<file path="config.mk">
export PLATFORM = sky130hd
export DESIGN_NAME = iter_alu
export DESIGN_NICKNAME = d
export VERILOG_FILES = /design/src/rtl/alu_pkg.sv /design/src/rtl/iter_div_core.sv /design/src/rtl/iter_alu.sv
export SDC_FILE = /design/constraint.sdc
export NUM_CORES = 2
export LEC_CHECK = 0
export ABC_AREA = 1
export CORE_MARGIN = 4
export CORE_UTILIZATION = 34
export CTS_CLUSTER_DIAMETER = 80
export DETAILED_ROUTE_END_ITERATION = 12
export PLACE_DENSITY = 0.54
export SETUP_SLACK_MARGIN = 0.05
export SYNTH_ARGS = -nofsm -noshare
export SYNTH_HDL_FRONTEND = slang
export SYNTH_SLANG_ARGS = --single-unit
</file>
<file path="constraint.sdc">
create_clock -name clk -period 11 [get_ports clk]
set_clock_uncertainty 0.1 [all_clocks]
set_input_delay 2.2 -clock clk [delete_from_list [all_inputs] [get_ports clk]]
set_output_delay 2.2 -clock clk [all_outputs]
set_load 0.02 [all_outputs]
</file>
<file path="src/rtl/alu_pkg.sv">
// Shared opcode map, FSM encoding and rotate helper for the iterative ALU.
package alu_pkg;

  localparam logic [4:0] OP_ADD = 5'b00101;
  localparam logic [4:0] OP_SUB = 5'b00110;
  localparam logic [4:0] OP_AND = 5'b00111;
  localparam logic [4:0] OP_OR  = 5'b01000;
  localparam logic [4:0] OP_SHR = 5'b01001;
  localparam logic [4:0] OP_SHL = 5'b01010;
  localparam logic [4:0] OP_ROR = 5'b01011;
  localparam logic [4:0] OP_ROL = 5'b01100;
  localparam logic [4:0] OP_MUL = 5'b10000;
  localparam logic [4:0] OP_DIV = 5'b10001;
  localparam logic [4:0] OP_NEG = 5'b10010;
  localparam logic [4:0] OP_NOT = 5'b10011;
  localparam logic [4:0] OP_INC = 5'b11111;

  localparam logic [1:0] ST_IDLE    = 2'd0;
  localparam logic [1:0] ST_MUL_RUN = 2'd1;
  localparam logic [1:0] ST_DIV_RUN = 2'd2;
  localparam logic [1:0] ST_DIV_FIX = 2'd3;

  // A left rotate by amt equals a right rotate by (width - amt) mod width.
  function automatic int unsigned rol_as_ror(input int unsigned amt, input int unsigned width);
    return (width - (amt % width)) % width;
  endfunction

endpackage

</file>
<file path="src/rtl/iter_div_core.sv">
// Unsigned restoring divider: one quotient bit per cycle, WIDTH steps after start.
module iter_div_core #(
  parameter int unsigned WIDTH = 32
) (
  input  logic             clk,
  input  logic             reset,
  input  logic             start,
  input  logic [WIDTH-1:0] dividend,
  input  logic [WIDTH-1:0] divisor,
  output logic             done,
  output logic [WIDTH-1:0] quotient,
  output logic [WIDTH-1:0] remainder
);
  localparam int unsigned CW = $clog2(WIDTH + 1);

  logic [WIDTH-1:0] rem_q, quo_q, dvs_q, rem_next;
  logic [CW-1:0]    cnt_q;
  logic             run_q;
  logic [WIDTH:0]   trial;
  logic             fits;

  always_comb begin
    trial = {rem_q, quo_q[WIDTH-1]};
    fits  = trial >= {1'b0, dvs_q};
    // When fits, the true difference is below the divisor, so WIDTH bits are exact.
    rem_next = fits ? (trial[WIDTH-1:0] - dvs_q) : trial[WIDTH-1:0];
  end

  always_ff @(posedge clk) begin
    if (reset) begin
      rem_q <= '0;
      quo_q <= '0;
      dvs_q <= '0;
      cnt_q <= '0;
      run_q <= 1'b0;
    end else if (start) begin
      rem_q <= '0;
      quo_q <= dividend;
      dvs_q <= divisor;
      cnt_q <= '0;
      run_q <= 1'b1;
    end else if (run_q) begin
      if (cnt_q == CW'(WIDTH)) begin
        run_q <= 1'b0;
      end else begin
        rem_q <= rem_next;
        quo_q <= {quo_q[WIDTH-2:0], fits};
        cnt_q <= cnt_q + CW'(1);
      end
    end
  end

  assign done      = run_q && (cnt_q == CW'(WIDTH));
  assign quotient  = quo_q;
  assign remainder = rem_q;

endmodule

</file>
<file path="src/rtl/iter_alu.sv">
// Multi-cycle ALU driving the Z register: single-cycle ops, Booth MUL, restoring DIV.
module iter_alu #(
  parameter int unsigned WIDTH = 32,
  parameter int unsigned OPW   = 5,
  parameter int unsigned SHW   = $clog2(WIDTH)
) (
  input  logic             clk,
  input  logic             reset,
  input  logic             start,
  input  logic [OPW-1:0]   op,
  input  logic [WIDTH-1:0] a,
  input  logic [WIDTH-1:0] b,
  output logic             busy,
  output logic             done,
  output logic [WIDTH-1:0] z_hi,
  output logic [WIDTH-1:0] z_lo,
  output logic             div_zero,
  output logic             illegal_op
);
  import alu_pkg::*;

  localparam int unsigned CW = $clog2(WIDTH + 1);

  logic [1:0]       state;
  logic             busy_q, done_q, div_zero_q, illegal_q;
  logic [WIDTH-1:0] z_hi_q, z_lo_q, a_q, b_q;
  logic [OPW-1:0]   op_q;
  logic [WIDTH:0]   mul_acc, mcand, acc_sum;
  logic [WIDTH-1:0] mul_mq;
  logic             mul_q1;
  logic [CW-1:0]    mul_cnt;
  logic             accept;

  logic             div_start, div_done;
  logic [WIDTH-1:0] a_mag, b_mag, div_quo, div_rem;

  assign accept    = start && (state == ST_IDLE) && !busy_q;
  assign a_mag     = a[WIDTH-1] ? -a : a;
  assign b_mag     = b[WIDTH-1] ? -b : b;
  assign div_start = accept && (op == OP_DIV) && (|b);

  iter_div_core #(.WIDTH(WIDTH)) u_div (
    .clk       (clk),
    .reset     (reset),
    .start     (div_start),
    .dividend  (a_mag),
    .divisor   (b_mag),
    .done      (div_done),
    .quotient  (div_quo),
    .remainder (div_rem)
  );

  logic [SHW-1:0]   sh;
  int unsigned      rot_amt;
  logic [WIDTH-1:0] sc_lo;
  logic             sc_illegal;

  always_comb begin
    sh         = b_q[SHW-1:0];
    rot_amt    = (op_q == OP_ROL) ? rol_as_ror(32'(sh), WIDTH) : 32'(sh);
    sc_lo      = '0;
    sc_illegal = 1'b0;
    case (op_q)
      OP_ADD:         sc_lo = a_q + b_q;
      OP_SUB:         sc_lo = a_q - b_q;
      OP_AND:         sc_lo = a_q & b_q;
      OP_OR:          sc_lo = a_q | b_q;
      OP_SHR:         sc_lo = a_q >> sh;
      OP_SHL:         sc_lo = a_q << sh;
      // Shift by WIDTH yields zero, so rotate by 0 falls out as a_q.
      OP_ROR, OP_ROL: sc_lo = (a_q >> rot_amt) | (a_q << (WIDTH - rot_amt));
      OP_NEG:         sc_lo = -a_q;
      OP_NOT:         sc_lo = ~a_q;
      OP_INC:         sc_lo = a_q + WIDTH'(1);
      default:        sc_illegal = 1'b1;
    endcase
  end

  // Radix-2 Booth: one guard bit in the accumulator keeps MIN*MIN exact.
  always_comb begin
    mcand = {a_q[WIDTH-1], a_q};
    case ({mul_mq[0], mul_q1})
      2'b01:   acc_sum = mul_acc + mcand;
      2'b10:   acc_sum = mul_acc - mcand;
      default: acc_sum = mul_acc;
    endcase
  end

  always_ff @(posedge clk) begin
    if (reset) begin
      state      <= ST_IDLE;
      busy_q     <= 1'b0;
      done_q     <= 1'b0;
      div_zero_q <= 1'b0;
      illegal_q  <= 1'b0;
      z_hi_q     <= '0;
      z_lo_q     <= '0;
      op_q       <= '0;
      a_q        <= '0;
      b_q        <= '0;
      mul_acc    <= '0;
      mul_mq     <= '0;
      mul_q1     <= 1'b0;
      mul_cnt    <= '0;
    end else begin
      done_q <= 1'b0;
      case (state)
        ST_IDLE: begin
          if (busy_q) begin
            // Accepted last cycle and not iterative: single-cycle, illegal or DIV by zero.
            busy_q <= 1'b0;
            done_q <= 1'b1;
            if (op_q == OP_DIV) begin
              z_hi_q     <= a_q;
              z_lo_q     <= '1;
              div_zero_q <= 1'b1;
            end else begin
              z_hi_q    <= '0;
              z_lo_q    <= sc_lo;
              illegal_q <= sc_illegal;
            end
          end else if (accept) begin
            op_q       <= op;
            a_q        <= a;
            b_q        <= b;
            busy_q     <= 1'b1;
            div_zero_q <= 1'b0;
            illegal_q  <= 1'b0;
            mul_acc    <= '0;
            mul_mq     <= b;
            mul_q1     <= 1'b0;
            mul_cnt    <= '0;
            if (op == OP_MUL) state <= ST_MUL_RUN;
            else if (div_start) state <= ST_DIV_RUN;
          end
        end
        ST_MUL_RUN: begin
          if (mul_cnt == CW'(WIDTH)) begin
            z_hi_q <= mul_acc[WIDTH-1:0];
            z_lo_q <= mul_mq;
            done_q <= 1'b1;
            busy_q <= 1'b0;
            state  <= ST_IDLE;
          end else begin
            {mul_acc, mul_mq, mul_q1} <= {acc_sum[WIDTH], acc_sum, mul_mq};
            mul_cnt <= mul_cnt + CW'(1);
          end
        end
        ST_DIV_RUN: begin
          if (div_done) state <= ST_DIV_FIX;
        end
        default: begin
          // Quotient negative on sign mismatch; remainder follows the dividend.
          z_lo_q <= (a_q[WIDTH-1] ^ b_q[WIDTH-1]) ? -div_quo : div_quo;
          z_hi_q <= a_q[WIDTH-1] ? -div_rem : div_rem;
          done_q <= 1'b1;
          busy_q <= 1'b0;
          state  <= ST_IDLE;
        end
      endcase
    end
  end

  assign busy       = busy_q;
  assign done       = done_q;
  assign z_hi       = z_hi_q;
  assign z_lo       = z_lo_q;
  assign div_zero   = div_zero_q;
  assign illegal_op = illegal_q;

endmodule

</file>
Yosys cells after proc, flatten, opt, wreduce, memory -nomap -nowiden
Index checks and enable logic that the tools add are counted.
{ "totals": {"word_cells": 157, "memories": 0, "mem_bits_ro": 0, "out_inout_bits": 68, "register_bits": 314, "latch_bits": 0, "mem_bits_rw": 0} }
{ "op_classes": {"n_lt_le_gt_ge": 1, "div": 0, "mux": 57, "n_mul": 0, "reduce_logical": 23, "addsub": 15, "eq_ne": 30, "n_bitwise": 8, "n_shift": 4} }
{ "ops": {"columns": ["operator", "n"], "rows": [
  ["2-to-1 mux 32 bit", 17],
  ["one-hot mux 32 bit (10 select lines)", 1],
  ["one-hot mux 32 bit (3 select lines)", 2],
  ["negator 32 bit", 5],
  ["one-hot mux 33 bit (2 select lines)", 2],
  ["2-to-1 mux 33 bit", 3],
  ["OR 32 bit", 2],
  ["one-hot mux 32 bit (2 select lines)", 1],
  ["right shift 32 x 5 -> 32 bit", 2],
  ["subtractor 32 bit", 2],
  ["adder 33 bit", 1],
  ["greater-or-equal comparator 33 x 32 -> 1 bit", 1],
  ["subtractor 33 bit", 1],
  ["adder 32 x 1 -> 32 bit (second input constant)", 1],
  ["adder 32 bit", 1],
  ["bitwise AND 32 bit", 1],
  ["inverter 32 bit", 1],
  ["OR reduction 32 bit", 1],
  ["<< shifter 32 x 32 -> 32 bit", 1],
  ["<< shifter 32 x 5 -> 32 bit", 1],
  ["== test 5 bit (second input constant)", 6],
  ["== test 5 x 4 -> 1 bit (second input constant)", 5],
  ["2-to-1 mux 6 bit", 3],
  ["2-to-1 mux 1 bit", 16],
  ["28 further kinds", 61]
]} }

Longest topological paths before layout
{ "logic_depth": {"word_depth": 10, "depth_mapped": 29, "depth_no_buf": 27} }

Cells and area by module
A second synthesis with hierarchy kept.
{ "unflattened": {"cells_unflattened": 5474, "area_unflattened_um2": 31408.9} }
{ "modules_own_cells": {"columns": ["mod", "cells_each", "n_inst", "area_each_um2"], "rows": [
  ["iter_alu", 4394, 1, 24448.4],
  ["iter_div_core", 1080, 1, 6960.4]
]} }

Worst setup path after synthesis
Ideal clock, no wire load.
{ "synth_path": {"kind": "reg-to-reg", "start": "reg b_q[1]", "end": "reg z_lo_q[31] (netlist: z_lo[31])", "setup_ps": 119, "n_path_buf": 3, "synth_period_minus_slack_ps": 4207, "t_arrival_ps": 3988, "path_stages_with_launch": 29, "t_required_ps": 10781, "setup_slack_ps": 6793, "path_cell_list": "dfxtp_1 -> inv_1 -> buf_2 -> clkbuf_1 -> clkbuf_1 -> ha_1 -> nand3_2 -> nor2_1 -> nand2_1 -> nor3_1 -> nand4_1 -> nor2_1 -> a21oi_1 -> inv_1 -> o21ai_0 -> o21ai_0 -> a21oi_1 -> ha_1 -> nand2_1 -> nor2_1 -> inv_1 -> nor4_1 -> nand2_1 -> nand3_1 -> nand2_1 -> nand3_1 -> nand4_1 -> nand2_1 -> a21oi_1"} }
{ "synth_between": {"elab_chain_cells": 9, "word_cells_on_any_way": 14, "cone_classes": "4 x add/sub; 4 x shift; 5 x mux; 1 x bitwise"} }
{ "synth_lines": {"columns": ["item", "line_no", "source"], "rows": [
  ["from (decl)", "iter_alu.sv:26", "logic [WIDTH-1:0] z_hi_q, z_lo_q, a_q, b_q;"],
  ["from (signal assigned)", "iter_alu.sv:100", "b_q <= '0;"],
  ["from (signal assigned)", "iter_alu.sv:125", "b_q <= b;"],
  ["subtractor 1 x 5 -> 5 bit", "alu_pkg.sv:25", "return (width - (amt % width)) % width;"],
  ["2-to-1 mux 5 bit", "iter_alu.sv:60", "rot_amt = (op_q == OP_ROL) ? rol_as_ror(32'(sh), WIDTH) : 32'(sh);"],
  ["subtractor 6 x 5 -> 7 bit", "iter_alu.sv:71", "OP_ROR, OP_ROL: sc_lo = (a_q >> rot_amt) | (a_q << (WIDTH - rot_amt));"],
  ["<< shifter 32 x 32 -> 32 bit", "iter_alu.sv:71", null],
  ["OR 32 bit", "iter_alu.sv:71", null],
  ["one-hot mux 32 bit (10 select lines) (*)", "iter_alu.sv:63", "case (op_q)"],
  ["2-to-1 mux 32 bit (*)", "iter_alu.sv:113", "if (op_q == OP_DIV) begin"],
  ["2-to-1 mux 32 bit (*)", "iter_alu.sv:109", "if (busy_q) begin"],
  ["one-hot mux 32 bit (3 select lines) (*)", "iter_alu.sv:107", "case (state)"],
  ["to (signal assigned)", "iter_alu.sv:119", "z_lo_q <= sc_lo;"],
  ["to (signal assigned)", "iter_alu.sv:140", "z_lo_q <= mul_mq;"],
  ["to (signal assigned)", "iter_alu.sv:154", "z_lo_q <= (a_q[WIDTH-1] ^ b_q[WIDTH-1]) ? -div_quo : div_quo;"],
  ["to (decl)", "iter_alu.sv:26", null]
]} }
Mark *: on every way between the ends. The rest lies on a longest branch, timed or not. The select of a mux whose other input is x is not followed.
A chain may end at the register's enable or synchronous reset.

Final worst setup path
{ "layout_path": {"start": "in start", "end": "reg u_div.quo_q[0] (netlist: u_div.quotient[0])"} }
{ "layout_between": {"elab_chain_cells": 6, "word_cells_on_any_way": 8, "cone_classes": "1 x eq/ne; 1 x mux; 6 x reduce/logical"} }
{ "layout_lines": {"columns": ["item", "line_no", "source"], "rows": [
  ["from (decl)", "iter_alu.sv:9", "input logic start,"],
  ["logical AND 1 bit (*) (2 in a row)", "iter_alu.sv:37", "assign accept = start && (state == ST_IDLE) && !busy_q;"],
  ["logical AND 1 bit (*) (2 in a row)", "iter_alu.sv:40", "assign div_start = accept && (op == OP_DIV) && (|b);"],
  ["inequality test 2 bit (no source line) or nonzero test 2 bit (tied branches)", null, null],
  ["AND reduction 2 bit (no source line)", null, null],
  ["to (signal assigned)", "iter_div_core.sv:38", "quo_q <= dividend;"],
  ["to (signal assigned)", "iter_div_core.sv:47", "quo_q <= {quo_q[WIDTH-2:0], fits};"],
  ["to (decl)", "iter_div_core.sv:16", "logic [WIDTH-1:0] rem_q, quo_q, dvs_q, rem_next;"]
]} }
Mark *: on every way between the ends. The rest lies on a longest branch, timed or not.

==> impl_metrics.prom <==
# TYPE chip_impl_metric gauge
chip_impl_info{name="final_cell_mix",value="1429 x nand2_1, 654 x o21ai_0, 508 x a21oi_1"} 1
chip_impl_metric{name="die_width",unit="um"} 309.5
chip_impl_metric{name="routed_via_count",unit=""} 37917
chip_impl_metric{name="cts_setup_buffers",unit=""} 0
chip_impl_metric{name="post_synth.cell_area_avg",unit="um^2"} 5.745
chip_impl_metric{name="nFillCells",unit=""} 10177
chip_impl_metric{name="crit_required",unit="ns"} 11.37
chip_impl_metric{name="asyncSetResetFlopFracSynth",unit="%"} 0
chip_impl_metric{name="remaining_antenna_violation_count_after_routing",unit=""} 0
chip_impl_metric{name="relSlewSlack",unit="%"} 19.31
chip_impl_metric{name="core_area",unit="um^2"} 90150
chip_impl_metric{name="pwr_density_cell",unit="nW/um^2"} 124.7
chip_impl_metric{name="grt_usage",unit="%"} 31.70
chip_impl_info{name="status",value="complete, no violations"} 1
chip_impl_metric{name="initialDrtViolationCount",unit=""} 4629
chip_impl_info{name="critical_path_cell_list",value="clkdlybuf4s50_1, nand3_4, inv_2, nand2_1, nor2_1, nand2_2, inv_2, buf_4, nor2_2, buf_4, inv_2, o21ai_0, o21bai_1, a21oi_1"} 1
chip_impl_metric{name="critPathMaxFanout",unit=""} 49
chip_impl_metric{name="grt_antenna_before_repair",unit=""} 3
chip_impl_info{name="yosys_most_used_dff",value="dfxtp_1"} 1
chip_impl_metric{name="drt_first_pass_iters",unit=""} 8
chip_impl_info{name="tritoncts",value="done"} 1
chip_impl_info{name="critical_path.slowest_cell",value="inv_2"} 1
chip_impl_metric{name="final-hold-violation-count",unit=""} 0
chip_impl_metric{name="io_buffer_count",unit=""} 139
chip_impl_metric{name="cts_hold_buf",unit=""} 0
chip_impl_metric{name="final.period_utilization",unit="%"} 50.04
chip_impl_metric{name="timing_max_transition_violations_final",unit=""} 0
chip_impl_metric{name="maxClockFrequency",unit="MHz"} 181.7
chip_impl_metric{name="r2r_slack",unit="ns"} 5.64
chip_impl_metric{name="final_wtd_congestion",unit=""} 1.096
chip_impl_metric{name="cts_max_level",unit=""} 2
chip_impl_metric{name="rows",unit=""} 110
chip_impl_metric{name="register_area",unit="um^2"} 6272
chip_impl_metric{name="syn-num-nets",unit=""} 5570
chip_impl_metric{name="remaining_drc_errors",unit=""} 0
chip_impl_metric{name="timing_worst_slew_pin_value",unit="ns"} 1.209
chip_impl_metric{name="cts_made_buffers",unit=""} 36
chip_impl_metric{name="setup_total_negative_slack",unit="ns"} 0
chip_impl_info{name="most_common_cell_after_layout_fill_and_taps_aside",value="nand2_1"} 1
chip_impl_metric{name="final_nets",unit=""} 5520
chip_impl_metric{name="hpwlAfterDp",unit="um"} 123400
chip_impl_metric{name="count_of_boundary_i_o_pins",unit=""} 140
chip_impl_metric{name="finalWirelength",unit="um"} 158200
chip_impl_metric{name="avg_vias_per_cell",unit=""} 5.805
chip_impl_metric{name="largest_stage_delay_worst_path",unit="ns"} 0.64
chip_impl_metric{name="period_minus_slack",unit="ns"} 5.504
chip_impl_metric{name="yosysUniqueCellTypes",unit=""} 61
chip_impl_metric{name="max_cap_viol_count",unit=""} 0
chip_impl_metric{name="timing.critical_path.arrival",unit="ns"} 5.88
chip_impl_metric{name="insertion_delay",unit="ns"} 0.55
chip_impl_metric{name="peak_supply_drop",unit="V"} 0.0001186
chip_impl_metric{name="synthCells",unit=""} 5379
chip_impl_info{name="cts.root.buffer_cell",value="clkbuf_16"} 1
chip_impl_metric{name="fin_total_pwr",unit="mW"} 4.265
chip_impl_metric{name="ratio_of_cells_with_drive_above_1_in_the_final_layout",unit="%"} 4.296
chip_impl_metric{name="synth-edff-count",unit=""} 0
chip_impl_metric{name="grt_remaining_overflow",unit=""} 0
chip_impl_metric{name="ctsLongestPathBuffers",unit=""} 3
chip_impl_metric{name="yosys_warnings",unit=""} 0
chip_impl_metric{name="floorplan.initialDensity",unit="%"} 34.28
chip_impl_metric{name="p_leak",unit="nW"} 14.60
chip_impl_info{name="worst_path_most_repeated_cell",value="inv_2"} 1
chip_impl_metric{name="clock-sinks",unit=""} 313
chip_impl_metric{name="synth.cell_area",unit="um^2"} 30900
chip_impl_metric{name="wl_per_cell",unit="um"} 24.22
chip_impl_metric{name="grt_pass1_vias",unit=""} 34125
chip_impl_info{name="critical_path_class",value="input port to flip-flop"} 1
chip_impl_info{name="critical_path.endpoint_type",value="flip-flop"} 1
chip_impl_metric{name="dieArea",unit="um^2"} 95770
chip_impl_metric{name="yosys_register_bits",unit=""} 313
chip_impl_info{name="crit_path_start_kind",value="input port"} 1
chip_impl_metric{name="layout-area-overhead-vs-synth",unit="%"} 10.69
chip_impl_metric{name="multi_input_comb_area",unit="um^2"} 21560
chip_impl_info{name="rsz_0062_raised_after_global_routing",value="no"} 1
chip_impl_metric{name="timing.final.setup_violations",unit=""} 0
chip_impl_info{name="worst_hold_path_type",value="flip-flop to flip-flop"} 1
chip_impl_metric{name="grt_first_pass_wirelength",unit="um"} 229000
chip_impl_metric{name="cts_resized",unit=""} 0
chip_impl_metric{name="synth_seq_area_share",unit="%"} 20.28
chip_impl_metric{name="die_h",unit="um"} 309.5
chip_impl_metric{name="clk_transition_reported_paths",unit="ns"} 0.07
chip_impl_metric{name="grt_max_degree",unit=""} 82
critical path: cells and delay by family:
| kind | cells | cell delay [ns] |
|---|---|---|
| buffers and inverters | 6 | 2.40 |
| AND/OR/NAND/NOR | 5 | 0.84 |
| AO/OA/AOI/OAI | 3 | 0.37 |
where the power goes:
| part | switching [mW] | leakage, nW | total [mW] | internal (mW) |
|---|---|---|---|---|
| Clock | 0.529 | 0.551 | 1.19 | 0.664 |
| Combinational | 1.31 | 11.5 | 1.81 | 0.501 |
| Sequential | 0.0682 | 2.55 | 1.26 | 1.19 |
| Total | 1.91 | 14.6 | 4.26 | 2.35 |
registers in the layout, summed over array words and instances, names as in the netlist:
name	flops
a_q	32
b_q	32
busy	1
div_zero	1
done	1
illegal_op	1
mul_acc	32
mul_cnt	6
mul_mq	32
mul_q1	1
op_q	5
state	2
u_div.cnt_q	6
u_div.dvs_q	32
u_div.quotient	32
u_div.remainder	32
u_div.run_q	1
z_hi	32
z_lo	32
worst paths after layout:
path	end	depth (start not counted)	start
hold reg to reg	mul_q1	2	mul_q1
setup reg to reg	z_lo[25]	25	b_q[3]
hold / removal	mul_q1	2	mul_q1
setup / recovery	u_div.quotient[0]	14	start
cells in the mapped netlist (49+ instances only):
cell	n	area [um^2]
nor3_1	73	365.4
a21oi_1	509	2547
inv_1	460	1727
nand4_1	58	362.9
nand2_1	1431	5371
buf_2	56	280.3
clkbuf_1	201	754.5
o21ai_0	654	3273
ha_1	116	1451
xor2_1	80	700.7
nor2_1	428	1607
o211ai_1	49	367.9
a31oi_1	64	400.4
dfxtp_1	313	6266
nand3_1	454	2272
through the flow:
stage	instance area, um^2	hold WS, ns	setup slack (ns)	util (%)	cells
6_report	34200	0.3668	5.496	37.94	6532
5_1_grt	34200	0.3837	5.156	37.94	6530
4_1_cts	34200	0.3640	5.558	37.94	6530
3_5_place_dp	33080	0.3551	4.980	36.70	6467
3_3_place_gp	33080	0.3532	5.021	36.70	6467
2_1_floorplan	30900	0.3331	6.793	-	5379
cell families (layout without fill, tap and decap cells):
family          Yosys count  count (layout)  synth area share, %
compound gates         1468            1468                25.94
mux                      13              13               0.4211
fa+ha+maj               119             119                4.891
flops                   313             313                20.28
xor+xnor                117             117                3.316
simple gates           2562            2562                35.03
buf+inv                 787             762                10.13
other cells               0               2                    0
metal layers:
metal / track usage (%) / vias up / wire length (um)
met5: 0 / - / 32
met4: 14.19 / 4 / 8383
met3: 4.410 / 359 / 13570
met2: 48.69 / 1850 / 67020
met1: 44.14 / 17666 / 69170
li1: - / 18038 / -
final cells by class:
| cell class | instances | share of cell area, % |
|---|---|---|
| flip-flops and latches | 313 | 18.34 |
| diodes | 2 | 0.01463 |
| clock inverters | 17 | 0.3768 |
| repair buffers | 211 | 5.641 |
| well taps | 1176 | 4.302 |
| multi-input cells | 4279 | 63.04 |
| clock buffers | 46 | 2.894 |
| inverters | 488 | 5.396 |
No activity file was read; power rests on OpenSTA's default activity.
